[src/rtl/wb_pkg.sv]
// Shared types and constants for the register-file writeback port arbiter.
package wb_pkg;

  localparam int REG_ADDR_W = 5;
  localparam int NUM_REGS   = 32;
  // Entry payload is sized for the widest supported datapath; narrower configs use the low bits.
  localparam int WB_DATA_W  = 64;

  typedef struct packed {
    logic [REG_ADDR_W-1:0] rd;
    logic [WB_DATA_W-1:0]  data;
    logic                  live;
  } wb_entry_t;

  function automatic logic [NUM_REGS-1:0] rd_onehot(input logic [REG_ADDR_W-1:0] rd);
    logic [NUM_REGS-1:0] oh;
    oh     = '0;
    oh[rd] = 1'b1;
    return oh;
  endfunction

endpackage

[src/rtl/wb_result_fifo.sv]
// Circular buffer of MDU results with per-entry live bits and rd-match kill.
module wb_result_fifo
  import wb_pkg::*;
#(
  parameter int DEPTH = 2
) (
  input  logic                        clk,
  input  logic                        rst,
  input  logic                        push,
  input  wb_entry_t                   push_entry,
  input  logic                        pop,
  input  logic                        kill_en,
  input  logic [REG_ADDR_W-1:0]       kill_rd,
  output wb_entry_t                   head,
  output wb_entry_t [DEPTH-1:0]       entries,
  output logic [$clog2(DEPTH+1)-1:0]  count
);

  localparam int PTR_W = $clog2(DEPTH);
  localparam int CNT_W = $clog2(DEPTH+1);

  wb_entry_t [DEPTH-1:0] mem;
  logic [PTR_W-1:0]      wr_ptr, rd_ptr;

  assign head    = mem[rd_ptr];
  assign entries = mem;

  always_ff @(posedge clk) begin
    if (rst) begin
      wr_ptr <= '0;
      rd_ptr <= '0;
      count  <= '0;
    end else begin
      if (push) wr_ptr <= wr_ptr + 1'b1;
      if (pop)  rd_ptr <= rd_ptr + 1'b1;
      count <= count + CNT_W'(push) - CNT_W'(pop);
    end
  end

  // Popped slots drop their live bit so the pending mask can be built from live bits alone.
  always_ff @(posedge clk) begin
    if (rst) begin
      mem <= '0;
    end else begin
      for (int i = 0; i < DEPTH; i++) begin
        if (push && wr_ptr == PTR_W'(i))
          mem[i] <= push_entry;
        else if (pop && rd_ptr == PTR_W'(i))
          mem[i].live <= 1'b0;
        else if (kill_en && mem[i].rd == kill_rd)
          mem[i].live <= 1'b0;
      end
    end
  end

endmodule

[src/rtl/wb_port_arbiter.sv]
// Register-file write port arbiter: pipeline writeback has priority, MDU results bypass or queue.
module wb_port_arbiter
  import wb_pkg::*;
#(
  parameter int WIDTH        = 32,
  parameter int DEPTH        = 2,
  parameter int STARVE_LIMIT = 4
) (
  input  logic                  clk,
  input  logic                  rst,
  input  logic                  RegWriteW,
  input  logic [REG_ADDR_W-1:0] RdW,
  input  logic [WIDTH-1:0]      ResultW,
  input  logic                  MduValid,
  output logic                  MduReady,
  input  logic [REG_ADDR_W-1:0] MduRd,
  input  logic [WIDTH-1:0]      MduResult,
  output logic                  RfWE,
  output logic [REG_ADDR_W-1:0] RfRd,
  output logic [WIDTH-1:0]      RfWD,
  output logic                  StallReq,
  output logic [NUM_REGS-1:0]   PendingRdMask
);

  localparam int CNT_W = $clog2(DEPTH+1);
  localparam int STV_W = $clog2(STARVE_LIMIT+1);

  wb_entry_t             head, push_entry;
  wb_entry_t [DEPTH-1:0] entries;
  logic [CNT_W-1:0]      count;
  logic [STV_W-1:0]      starve_cnt;
  logic                  stall_q;
  logic pipe_wr, xfer, empty, head_live, bypass, push, pop;

  assign pipe_wr   = RegWriteW && (RdW != '0);
  assign MduReady  = !rst && (count < CNT_W'(DEPTH));
  assign xfer      = MduValid && MduReady;
  assign empty     = (count == '0);
  assign head_live = !empty && head.live;
  assign bypass    = !pipe_wr && empty && xfer && (MduRd != '0);
  // An MDU result is older than writeback, so a same-rd pipeline write makes it obsolete.
  assign push      = xfer && (MduRd != '0) && !bypass && !(pipe_wr && MduRd == RdW);
  // Dead heads leave regardless of who owns the port.
  assign pop       = !rst && !empty && (!head.live || !pipe_wr);

  assign push_entry = '{rd: MduRd, data: WB_DATA_W'(MduResult), live: 1'b1};

  wb_result_fifo #(.DEPTH(DEPTH)) u_fifo (
    .clk        (clk),
    .rst        (rst),
    .push       (push),
    .push_entry (push_entry),
    .pop        (pop),
    .kill_en    (pipe_wr),
    .kill_rd    (RdW),
    .head       (head),
    .entries    (entries),
    .count      (count)
  );

  always_comb begin
    RfWE = 1'b0;
    RfRd = '0;
    RfWD = '0;
    if (!rst) begin
      if (pipe_wr) begin
        RfWE = 1'b1;
        RfRd = RdW;
        RfWD = ResultW;
      end else if (head_live) begin
        RfWE = 1'b1;
        RfRd = head.rd;
        RfWD = head.data[WIDTH-1:0];
      end else if (bypass) begin
        RfWE = 1'b1;
        RfRd = MduRd;
        RfWD = MduResult;
      end
    end
  end

  always_comb begin
    PendingRdMask = '0;
    for (int i = 0; i < DEPTH; i++)
      if (entries[i].live) PendingRdMask = PendingRdMask | rd_onehot(entries[i].rd);
    if (rst) PendingRdMask = '0;
  end

  always_ff @(posedge clk) begin
    if (rst) begin
      starve_cnt <= '0;
      stall_q    <= 1'b0;
    end else begin
      if (empty || pop)
        starve_cnt <= '0;
      else if (head_live && starve_cnt != STV_W'(STARVE_LIMIT))
        starve_cnt <= starve_cnt + 1'b1;
      stall_q <= (starve_cnt == STV_W'(STARVE_LIMIT)) && !pop;
    end
  end

  assign StallReq = stall_q && !rst;

endmodule

[config.mk]
export PLATFORM = sky130hd
export DESIGN_NAME = wb_port_arbiter
export DESIGN_NICKNAME = d
export VERILOG_FILES = /design/src/rtl/wb_pkg.sv /design/src/rtl/wb_result_fifo.sv /design/src/rtl/wb_port_arbiter.sv
export SDC_FILE = /design/constraint.sdc
export NUM_CORES = 1
export LEC_CHECK = 0
export BUFFER_PORTS_ARGS = -buffer_cell sky130_fd_sc_hd__buf_2
export CAP_MARGIN = 10
export CORE_MARGIN = 2
export CORE_UTILIZATION = 30
export DETAILED_ROUTE_END_ITERATION = 8
export PLACE_DENSITY = 0.49
export SYNTH_ARGS = -nofsm -noshare
export SYNTH_HDL_FRONTEND = slang
export SYNTH_SLANG_ARGS = --single-unit
export TNS_END_PERCENT = 5
[constraint.sdc]
create_clock -name clk -period 3.1 [get_ports clk]
set_input_delay 0.465 -clock clk [delete_from_list [all_inputs] [get_ports clk]]
set_output_delay 0.465 -clock clk [all_outputs]
set_load 0.02 [all_outputs]
Word level (Yosys, flattened, before mapping):

Cells that the tools add are included.

* register bits: 84
* bits of input ports: 78
* output and inout bits: 72

* add/sub/neg operators: 5
* magnitude comparators: 6
* eq/ne operators: 5
* multiplexer cells: 27
* bitwise gates (word level): 3
* reduce and logical (&&, ||, !) cells: 39

Operators with widths (number)
* two-way mux 32 bit: 7
* two-way mux 70 bit: 2
* bitwise OR 32 bit: 1
* logical AND 1 bit: 24
* two-way mux 5 bit: 4
* == test 5 bit: 3
* less-than comparator 5 x 6 -> 1 bit, second input constant: 2
* two-way mux 1 bit: 12
* demux 1 bit (select 5 bit): 2
* >= comparator 5 x 1 -> 1 bit, second input constant: 2
* nonzero test 5 bit: 2
* zero test 1 bit: 7
* nonzero test 3 bit: 2
* adder 3 x 1 -> 3 bit, second input constant: 1
* == test 3 bit, second input constant: 1
* inequality test 3 bit, second input constant: 1
* adder 1 bit, second input constant: 2
* adder 2 x 1 -> 2 bit: 1
* zero test 2 bit: 1
* logical OR 1 bit: 2
* less-than comparator 1 x 2 -> 1 bit, second input constant: 1
* less-than comparator 2 bit, second input constant: 1
* NOT 1 bit: 2
* OR reduction 2 bit: 1
* subtractor 2 x 1 -> 2 bit: 1

Longest topological paths before layout:

Gate-level depths: netlist of the first run.

* depth after elaboration: 11
* depth in mapped cells: 10

Cells and area by module:

Synthesis of the first run repeated with hierarchy kept, for this count alone.

* cell total of the unflattened synthesis: 996
* area total of the unflattened synthesis: 7995.2 um2

Modules (own cells, without submodules)
* wb_result_fifo: times used 1, cells each 721, area each 5933.2 um2, sequential area each 2882.8 um2
* wb_port_arbiter: times used 1, cells each 275, area each 2062.0 um2, sequential area each 80.1 um2

Worst setup path after synthesis of the first run:

Ideal clock, no wire load.

* path type: input port to output port
* start point: input MduRd[1]
* end point: output RfWD[10]
* arrival: 2089 ps
* required time: 2635 ps
* slack: 546 ps
* cell stages on the path: 7
* path through: or4_1 o211a_4 and2_4 buf_6 buf_12 a221oi_2 nor2_1

* word-level cells in the longest chain between the ends: 6

Ends and longest elaborated chain
* start: declaration: line wb_port_arbiter.sv:16 `input logic [REG_ADDR_W-1:0] MduRd,`
* nonzero test 5 bit: line wb_port_arbiter.sv:40 `assign bypass = !pipe_wr && empty && xfer && (MduRd != '0);`
* logical AND 1 bit: line wb_port_arbiter.sv:40
* two-way mux 32 bit: line wb_port_arbiter.sv:74 `end else if (bypass) begin`
* two-way mux 32 bit: line wb_port_arbiter.sv:70 `end else if (head_live) begin`
* two-way mux 32 bit: line wb_port_arbiter.sv:66 `if (pipe_wr) begin`
* two-way mux 32 bit: line wb_port_arbiter.sv:65 `if (!rst) begin`
* end: declaration: line wb_port_arbiter.sv:20 `output logic [WIDTH-1:0] RfWD,`

No other way between the ends.

Worst setup path in the final report of the first run:

* start point: register u_fifo.count[0]
* end point: output RfWD[2]

* word-level cells in the longest chain between the ends: 9

Ends and longest elaborated chain
* start: declaration: line wb_result_fifo.sv:16 `output logic [$clog2(DEPTH+1)-1:0] count`
* start signal: assignment: line wb_result_fifo.sv:36 `count <= count + CNT_W'(push) - CNT_W'(pop);`
* less-than comparator 2 bit: line wb_port_arbiter.sv:36 `assign MduReady = !rst && (count < CNT_W'(DEPTH));`
* logical AND 1 bit: line wb_port_arbiter.sv:36
* logical AND 1 bit: line wb_port_arbiter.sv:37 `assign xfer = MduValid && MduReady;`
* logical AND 1 bit (2 in a row): line wb_port_arbiter.sv:40
* two-way mux 32 bit: line wb_port_arbiter.sv:74
* two-way mux 32 bit *: line wb_port_arbiter.sv:70
* two-way mux 32 bit *: line wb_port_arbiter.sv:66
* two-way mux 32 bit *: line wb_port_arbiter.sv:65

Every way passes the cells marked *; elsewhere a longest branch is shown, timed or not.

==> out/metrics.csv, run 1 <==
metric,value,unit
ANT cells,0,
Filler cells,1948,
worst rel slew slack,0.486,
TritonCTS clock tree,yes,
final setup vio count,0,
crit path DAT,2.49,ns
HP Class,in2reg,
Vias/cell,5.48,
"Max stage delay cell, worst path",and2_2,
count of final max-slew check failures,0,
hold path endpoint,u_fifo.entries[2],
die width,139,um
"Seq/Total Area, Yosys",0.306,
iteration-0 DRC count of the detailed router,464,
Port Buf Inserts,149,
Slowest Stage Delay on Critical Path,0.71,ns
Clock Tree Root,clkbuf_16,
Startpoint Class,flop,
Cell variety after synth,44,
Fin Hold WS,0.398,ns
CP top delay family,simple AND/OR/NAND/NOR gates,
setup bufs post-CTS,0,
CP Capture Type,output pin,
most frequent cells in the layout,"buf_2, o21ai_0, nor2_1, dfxtp_1, nand3_1",
Pwr per Cell Area,500,nW/um^2
I/O Pins,150,
clk sinks,84,
Fin. Hold Viols,0,
Util after Layout,0.372,
"FFs w/ async S/R, synth",0,
largest net degree at the start of global routing,76,
Routed Antenna Nets,0,
Crit Path Class,reg2out,
# hold bufs at CTS,0,
drt pass-1 iters,5,
syn nets,793,
post-detail-place hpwl,12200,um
Worst path most repeated cell,nor2_1,
vias in the first global route,5561,
total CTS buffers,9,
worst skew pair latency,0.33,ns
critical-path cell list,nor2_1 > and2_2 > a221oi_1 > nor2_1 > buf_2,
pre-CTS WS,0.137,ns
Post-synth EDFFs,0,
H-tree Lvls,3,
Vias,5735,
Die Height,139,um
CP Buf/Inv Count,1,
post_cts resized,0,
Reg2Reg Depth,9,
total wire length,18600,um
total track usage,0.185,
GRT Residual Overflow,0,
core footprint,18000,um^2
CP max FO,19,
Tot Pwr,3340,uW
routed len/inst,17.7,um
cell count after synthesis,711,
Final Net Count,895,
Initial Util,0.306,
clock slew at reported path FFs,0.06,ns
average size of a mapped cell,7.73,um^2
#FFs+latches synth,84,
ys flop type,dfxtp_1,
leakage,0.00262,uW
post-route minimum period,2.96,ns
clk buf depth,2,
R2R Path Start,u_fifo.rd_ptr,
Post-Syn Area,5500,um^2
initial antenna violation count,0,
Worst-Margin Slew,0.770,ns
fmax,338,MHz
std cell rows,49,
worst r2r dst,u_fifo.count[1],
Hold Path Stages,3,
RSZ-0062 raised after global routing,false,
P&R area growth vs syn,21.5,%
"most common cell after layout, fill and taps aside",buf_2,
CP Data Required Time,2.63,ns
Synth warnings,0,
final cycle utilization of the critical path,0.954,
Fin Setup TNS,0,ns
die area,19400,um^2
Final GP Congestion,0.779,
"IR drop worst, VDD",261,uV
Reg2Reg Setup Slack,0.88,ns
max_cap viols,0,
layout cell share with drive strength beyond 1,0.311,
status,"finished, final reports clean",
Final Skew,0.00763,ns
DR DRC count,0,
Hold Crit Start,MduResult[1],
setup ws final,0.142,ns
first-pass GRT wire length,29800,um
==> logic make-up (layout without fill, tap and decap cells) <==
| kind of cell | after synthesis | after routing | share of synthesized area |
|---|---|---|---|
| and+or+nand+nor | 210 | 211 | 0.181 |
| adders and majority gates | 4 | 4 | 0.00910 |
| buffers and inverters | 88 | 194 | 0.0751 |
| DFF | 84 | 84 | 0.306 |
| AOI/OAI and AO/OA | 268 | 268 | 0.321 |
| muxes | 39 | 39 | 0.0794 |
| xor gates and xnor gates | 18 | 18 | 0.0287 |
==> power breakdown <==
group          internal (uW)  total [uW]  switching [uW]
Sequential              1150        1250            99.1
Combinational            394        1000             609
Clock                    648        1090             442
==> routing by layer <==
layer | GRT usage | part of all wire | up-vias
li1 | - | - | 2821
met1 | 0.249 | 0.47 | 2706
met5 | 0 | 0 | -
met3 | 0.0275 | 0.052 | 16
met2 | 0.311 | 0.47 | 192
met4 | 0.0436 | 0.011 | 0
==> through the flow <==
stage | instance area (um^2) | cells
floorplan | 5500 | 711
global placement | 6370 | 1030
detailed placement | 6370 | 1030
CTS | 6670 | 1046
global route | 6680 | 1047
finish | 6680 | 1047
==> tightest hold or removal path, delay by kind of cell <==
kind            cells  cell delay (ns)
buf+inv             1             0.11
compound gates      1             0.05
simple gates        1             0.06
==> final cells by class <==
| type | count | area [um^2] | share of cell area |
|---|---|---|---|
| clock buffers | 11 | 243 | 0.0363 |
| clock inverters | 5 | 58.8 | 0.00880 |
| inverters | 6 | 22.5 | 0.00337 |
| multi-input cells | 540 | 3430 | 0.513 |
| flip-flops and latches | 84 | 1680 | 0.252 |
| well taps | 229 | 287 | 0.0429 |
| repair buffers | 172 | 958 | 0.143 |
==> cells in the mapped netlist, types with 2 or more instances <==
master	n	share of area
o211ai_4	2	0.0077
inv_1	6	0.0041
a221oi_2	20	0.055
buf_1	3	0.0020
xor2_1	7	0.011
o21ai_0	100	0.091
dfxtp_1	84	0.31
buf_2	21	0.019
nand2_1	13	0.0089
mux2_2	37	0.076
xnor2_1	11	0.018
nor2_1	85	0.058
and3b_1	4	0.0064
ha_1	4	0.0091
buf_12	2	0.0073
nor2b_1	3	0.0034
nor3b_1	8	0.011
a21oi_1	76	0.069
o21ai_1	12	0.011
a22oi_1	32	0.044
o211a_1	2	0.0036
buf_6	2	0.0041
nor3_1	8	0.0073
a221oi_1	17	0.027
and3_1	4	0.0046
nor4_1	2	0.0023
buf_4	2	0.0027
nand3_1	77	0.070
mux2i_1	2	0.0036
clkbuf_1	51	0.035
==> registers in the layout, indices dropped and copies added, names as in the netlist <==
register	flops
u_fifo.entries	76
u_fifo.count	2
u_fifo.wr_ptr	1
u_fifo.rd_ptr	1
stall_q	1
starve_cnt	3
==> how the worst max path moves through the flow <==
| stage | cells past startpoint | slack [ns] | startpoint | to |
|---|---|---|---|---|
| after floorplan | 7 | 0.55 | MduRd[1] | RfWD[10] |
| after global placement | 7 | 0.17 | MduRd[1] | RfRd[3] |
| after detailed placement | 7 | 0.14 | MduRd[1] | RfWD[27] |
| after CTS | 7 | 0.13 | MduRd[1] | RfWD[27] |
| after global routing | 5 | 0.006 | u_fifo.count[0] | RfWD[18] |
| final | 5 | 0.14 | u_fifo.count[0] | RfWD[2] |
Note: power is estimated with default switching activity, not from simulation.
==> inputs of run 2 (changes only) <==
--- a/config.mk
+++ b/config.mk
@@ -5,12 +5,13 @@
 export SDC_FILE = /design/constraint.sdc
 export NUM_CORES = 1
 export LEC_CHECK = 0
+export ABC_AREA = 1
 export BUFFER_PORTS_ARGS = -buffer_cell sky130_fd_sc_hd__buf_2
 export CAP_MARGIN = 10
 export CORE_MARGIN = 2
 export CORE_UTILIZATION = 30
 export DETAILED_ROUTE_END_ITERATION = 8
-export PLACE_DENSITY = 0.49
+export PLACE_DENSITY = 0.48
 export SYNTH_ARGS = -nofsm -noshare
 export SYNTH_HDL_FRONTEND = slang
 export SYNTH_SLANG_ARGS = --single-unit
==> run 2 against run 1 <==
Global-route usage about the same. Clock-buffer cell count unchanged. Hold slack better by 0.066 ns. Synthesized area rose by 12%. Sequential power increased by 5%. Flip-flop and latch count did not move. Register-to-register slack better by 0.10 ns.
==> out/metrics.csv, run 2 <==
metric,value,unit,change
status,"finished, final reports clean",,unchanged
"most common cell after layout, fill and taps aside",nand2_1,,was buf_2
CP Capture Type,output pin,,unchanged
initial antenna violation count,0,,unchanged
"FFs w/ async S/R, synth",0,,unchanged
Startpoint Class,flop,,unchanged
worst skew pair latency,0.34,ns,was 0.33 ns
dominant cell type by area after synthesis,dfxtp_1,,unchanged
Routed Antenna Nets,0,,unchanged
ys flop type,dfxtp_1,,unchanged
die area,21600,um^2,"was 19,400 um^2"
Crit Path Class,reg2out,,unchanged
Post-Syn Area,6140,um^2,was 5500 um^2
H-tree Lvls,3,,unchanged
largest net degree at the start of global routing,70,,was 76
worst r2r dst,u_fifo.count[1],,unchanged
core footprint,20200,um^2,"was 18,000 um^2"
post-route minimum period,2.65,ns,was 2.96 ns
clk sinks,84,,unchanged
total wire length,19900,um,"was 18,600 um"
Initial Util,0.305,,was 0.306
DR DRC count,0,,unchanged
post-detail-place hpwl,13700,um,"was 12,200 um"
Synth top area share,0.274,,was 0.306
Fin Setup TNS,0,ns,unchanged
I/O Pins,150,,unchanged
CP Data Required Time,2.63,ns,about the same
Final Net Count,1278,,was 895
vias in the first global route,6402,,"was 5,561"
top-count cell post-synth,nand2_1,,was o21ai_0
cell count after synthesis,1085,,was 711
Clock Tree Root,clkbuf_16,,unchanged
total track usage,0.185,,about the same
Fin. Hold Viols,0,,unchanged
CP max FO,69,,was 19
fmax,378,MHz,was 338 MHz
Final Skew,0.00669,ns,was 0.00763 ns
worst rel slew slack,0.502,,was 0.486
iteration-0 DRC count of the detailed router,321,,was 464
average size of a mapped cell,5.66,um^2,was 7.73 um^2
die width,147,um,was 139 um
count of final max-slew check failures,0,,unchanged
Cell variety after synth,25,,was 44
most frequent cells in the layout,"nand2_1, inv_1, nor2_1, buf_2, a21oi_1",,"was buf_2, o21ai_0, nor2_1, dfxtp_1, nand3_1"
ANT cells,0,,unchanged
#FFs+latches synth,84,,unchanged
Vias,6805,,"was 5,735"
ranking of synthesized cells by area,"dfxtp_1, nand2_1, inv_1",,"was dfxtp_1, o21ai_0, mux2_2"
setup bufs post-CTS,0,,unchanged
syn nets,1167,,was 793
layout cell share with drive strength beyond 1,0.169,,was 0.311
Reg2Reg Setup Slack,0.98,ns,was 0.88 ns
"IR drop worst, VDD",335,uV,was 261 uV
"Seq/Total Area, Yosys",0.274,,was 0.306
# hold bufs at CTS,0,,unchanged
crit path DAT,2.18,ns,was 2.49 ns
Port Buf Inserts,149,,unchanged
Synth warnings,0,,unchanged
critical path capture point,RfWD[13],,was RfWD[2]
first-pass GRT wire length,32900,um,"was 29,800 um"
Reg2Reg Depth,11,,was 9
leakage,0.00366,uW,was 0.00262 uW
Vias/cell,4.63,,was 5.48
HP Class,in2reg,,unchanged
routed len/inst,13.5,um,was 17.7 um
final non-filler cell total,1471,,"was 1,047"
R2R Path Start,u_fifo.entries[0],,was u_fifo.rd_ptr
clock slew at reported path FFs,0.06,ns,about the same
Filler cells,2326,,"was 1,948"
Pwr per Cell Area,510,nW/um^2,was 500 nW/um^2
TritonCTS clock tree,yes,,unchanged
max_cap viols,0,,unchanged
Crit. Startpoint,u_fifo.rd_ptr,,was u_fifo.count[0]
total CTS buffers,9,,unchanged
max reg flops,76,,unchanged
Cell Count Post-Placement,1455,,"was 1,030"
drt pass-1 iters,4,,was 5
final setup vio count,0,,unchanged
Worst-Margin Slew,0.747,ns,was 0.770 ns
std cell rows,52,,was 49
final cycle utilization of the critical path,0.853,,was 0.954
P&R area growth vs syn,20.9,%,was 21.5%
Post-synth top cells,"nand2_1, inv_1, nor2_1, a21oi_1, dfxtp_1",,"was o21ai_0, nor2_1, dfxtp_1, nand3_1, a21oi_1"
post_cts resized,0,,unchanged
Die Height,147,um,was 139 um
Final GP Congestion,0.840,,was 0.779
clk buf depth,2,,unchanged
GRT Residual Overflow,0,,unchanged
Post-synth EDFFs,0,,unchanged
RSZ-0062 raised after global routing,false,,unchanged
==> run 2: cell types whose count changed in the layout (fill, tap and decap cells not counted), sizes merged, moves of 37 or more <==
cell and change:
nand4 +73, a221oi -37, inv +200, nand3 -62, mux2 -37, nor2 +74, o21ai -72, a21oi +61
nand2 +219
==> run 2: where the power goes <==
group          leakage [uW]  internal, uW  switching [uW]
clock network      0.000139           621             451
registers          0.000683          1200             104
logic               0.00284           465             939
==> run 2: cells by family (layout without fill, tap and decap cells) <==
group | count (synthesis) | count (layout) | synth area share
buffers and inverters | 286 | 402 | 0.185
xor gates and xnor gates | 12 | 12 | 0.0171
AOI/OAI and AO/OA | 191 | 191 | 0.163
DFF | 84 | 84 | 0.274
and+or+nand+nor | 508 | 508 | 0.353
adders and majority gates | 4 | 4 | 0.00815
==> run 2: metal layers <==
layer | track usage | share of wire | up-vias
met1 | 0.253 | 0.49 | 3022
li1 | - | - | 3614
met3 | 0.0307 | 0.044 | 21
met4 | 0.0471 | 0.013 | 0
met5 | 0 | 0 | -
met2 | 0.304 | 0.45 | 148
==> run 2: area by class of cell <==
class | count | area (um^2) | area share
multi-input combinational | 715 | 3340 | 0.449
clock buffer | 11 | 233 | 0.0313
inverter | 208 | 782 | 0.105
timing repair buffer | 178 | 1000 | 0.135
tap | 270 | 338 | 0.0455
sequential | 84 | 1680 | 0.227
clock inverter | 5 | 52.6 | 0.00708
==> run 2: stage by stage <==
step	worst slack [ns]	hold WS, ns	util	cell area, um^2	power (uW)
after floorplan	0.822	0.443	-	6140	2330
after global placement	0.530	0.480	0.354	7140	2750
after detailed placement	0.466	0.487	0.354	7140	2750
after CTS	0.429	0.458	0.368	7430	3830
after global routing	0.264	0.469	0.368	7430	4090
final	0.454	0.464	0.368	7430	3780
==> run 2: worst min-delay path by stage <==
| stage | startpoint | endpoint | slack, ns | cells past startpoint |
|---|---|---|---|---|
| 6_report | rst | u_fifo.count[0] | 0.46 | 2 |
| 5_1_grt | rst | u_fifo.count[0] | 0.47 | 2 |
| 4_1_cts | rst | u_fifo.count[0] | 0.46 | 2 |
| 3_5_place_dp | starve_cnt[0] | starve_cnt[0] | 0.49 | 2 |
| 3_3_place_gp | starve_cnt[0] | starve_cnt[0] | 0.48 | 2 |
| 2_1_floorplan | starve_cnt[2] | stall_q | 0.44 | 2 |
==> run 2: critical path, stage by stage, from the launching register on <==
cell and delay [ns]:
dfxtp_2 0.45, buf_4 0.64, nor2_1 0.09, a21oi_1 0.20, a21oi_1 0.10, a21oi_1 0.14, buf_2 0.18
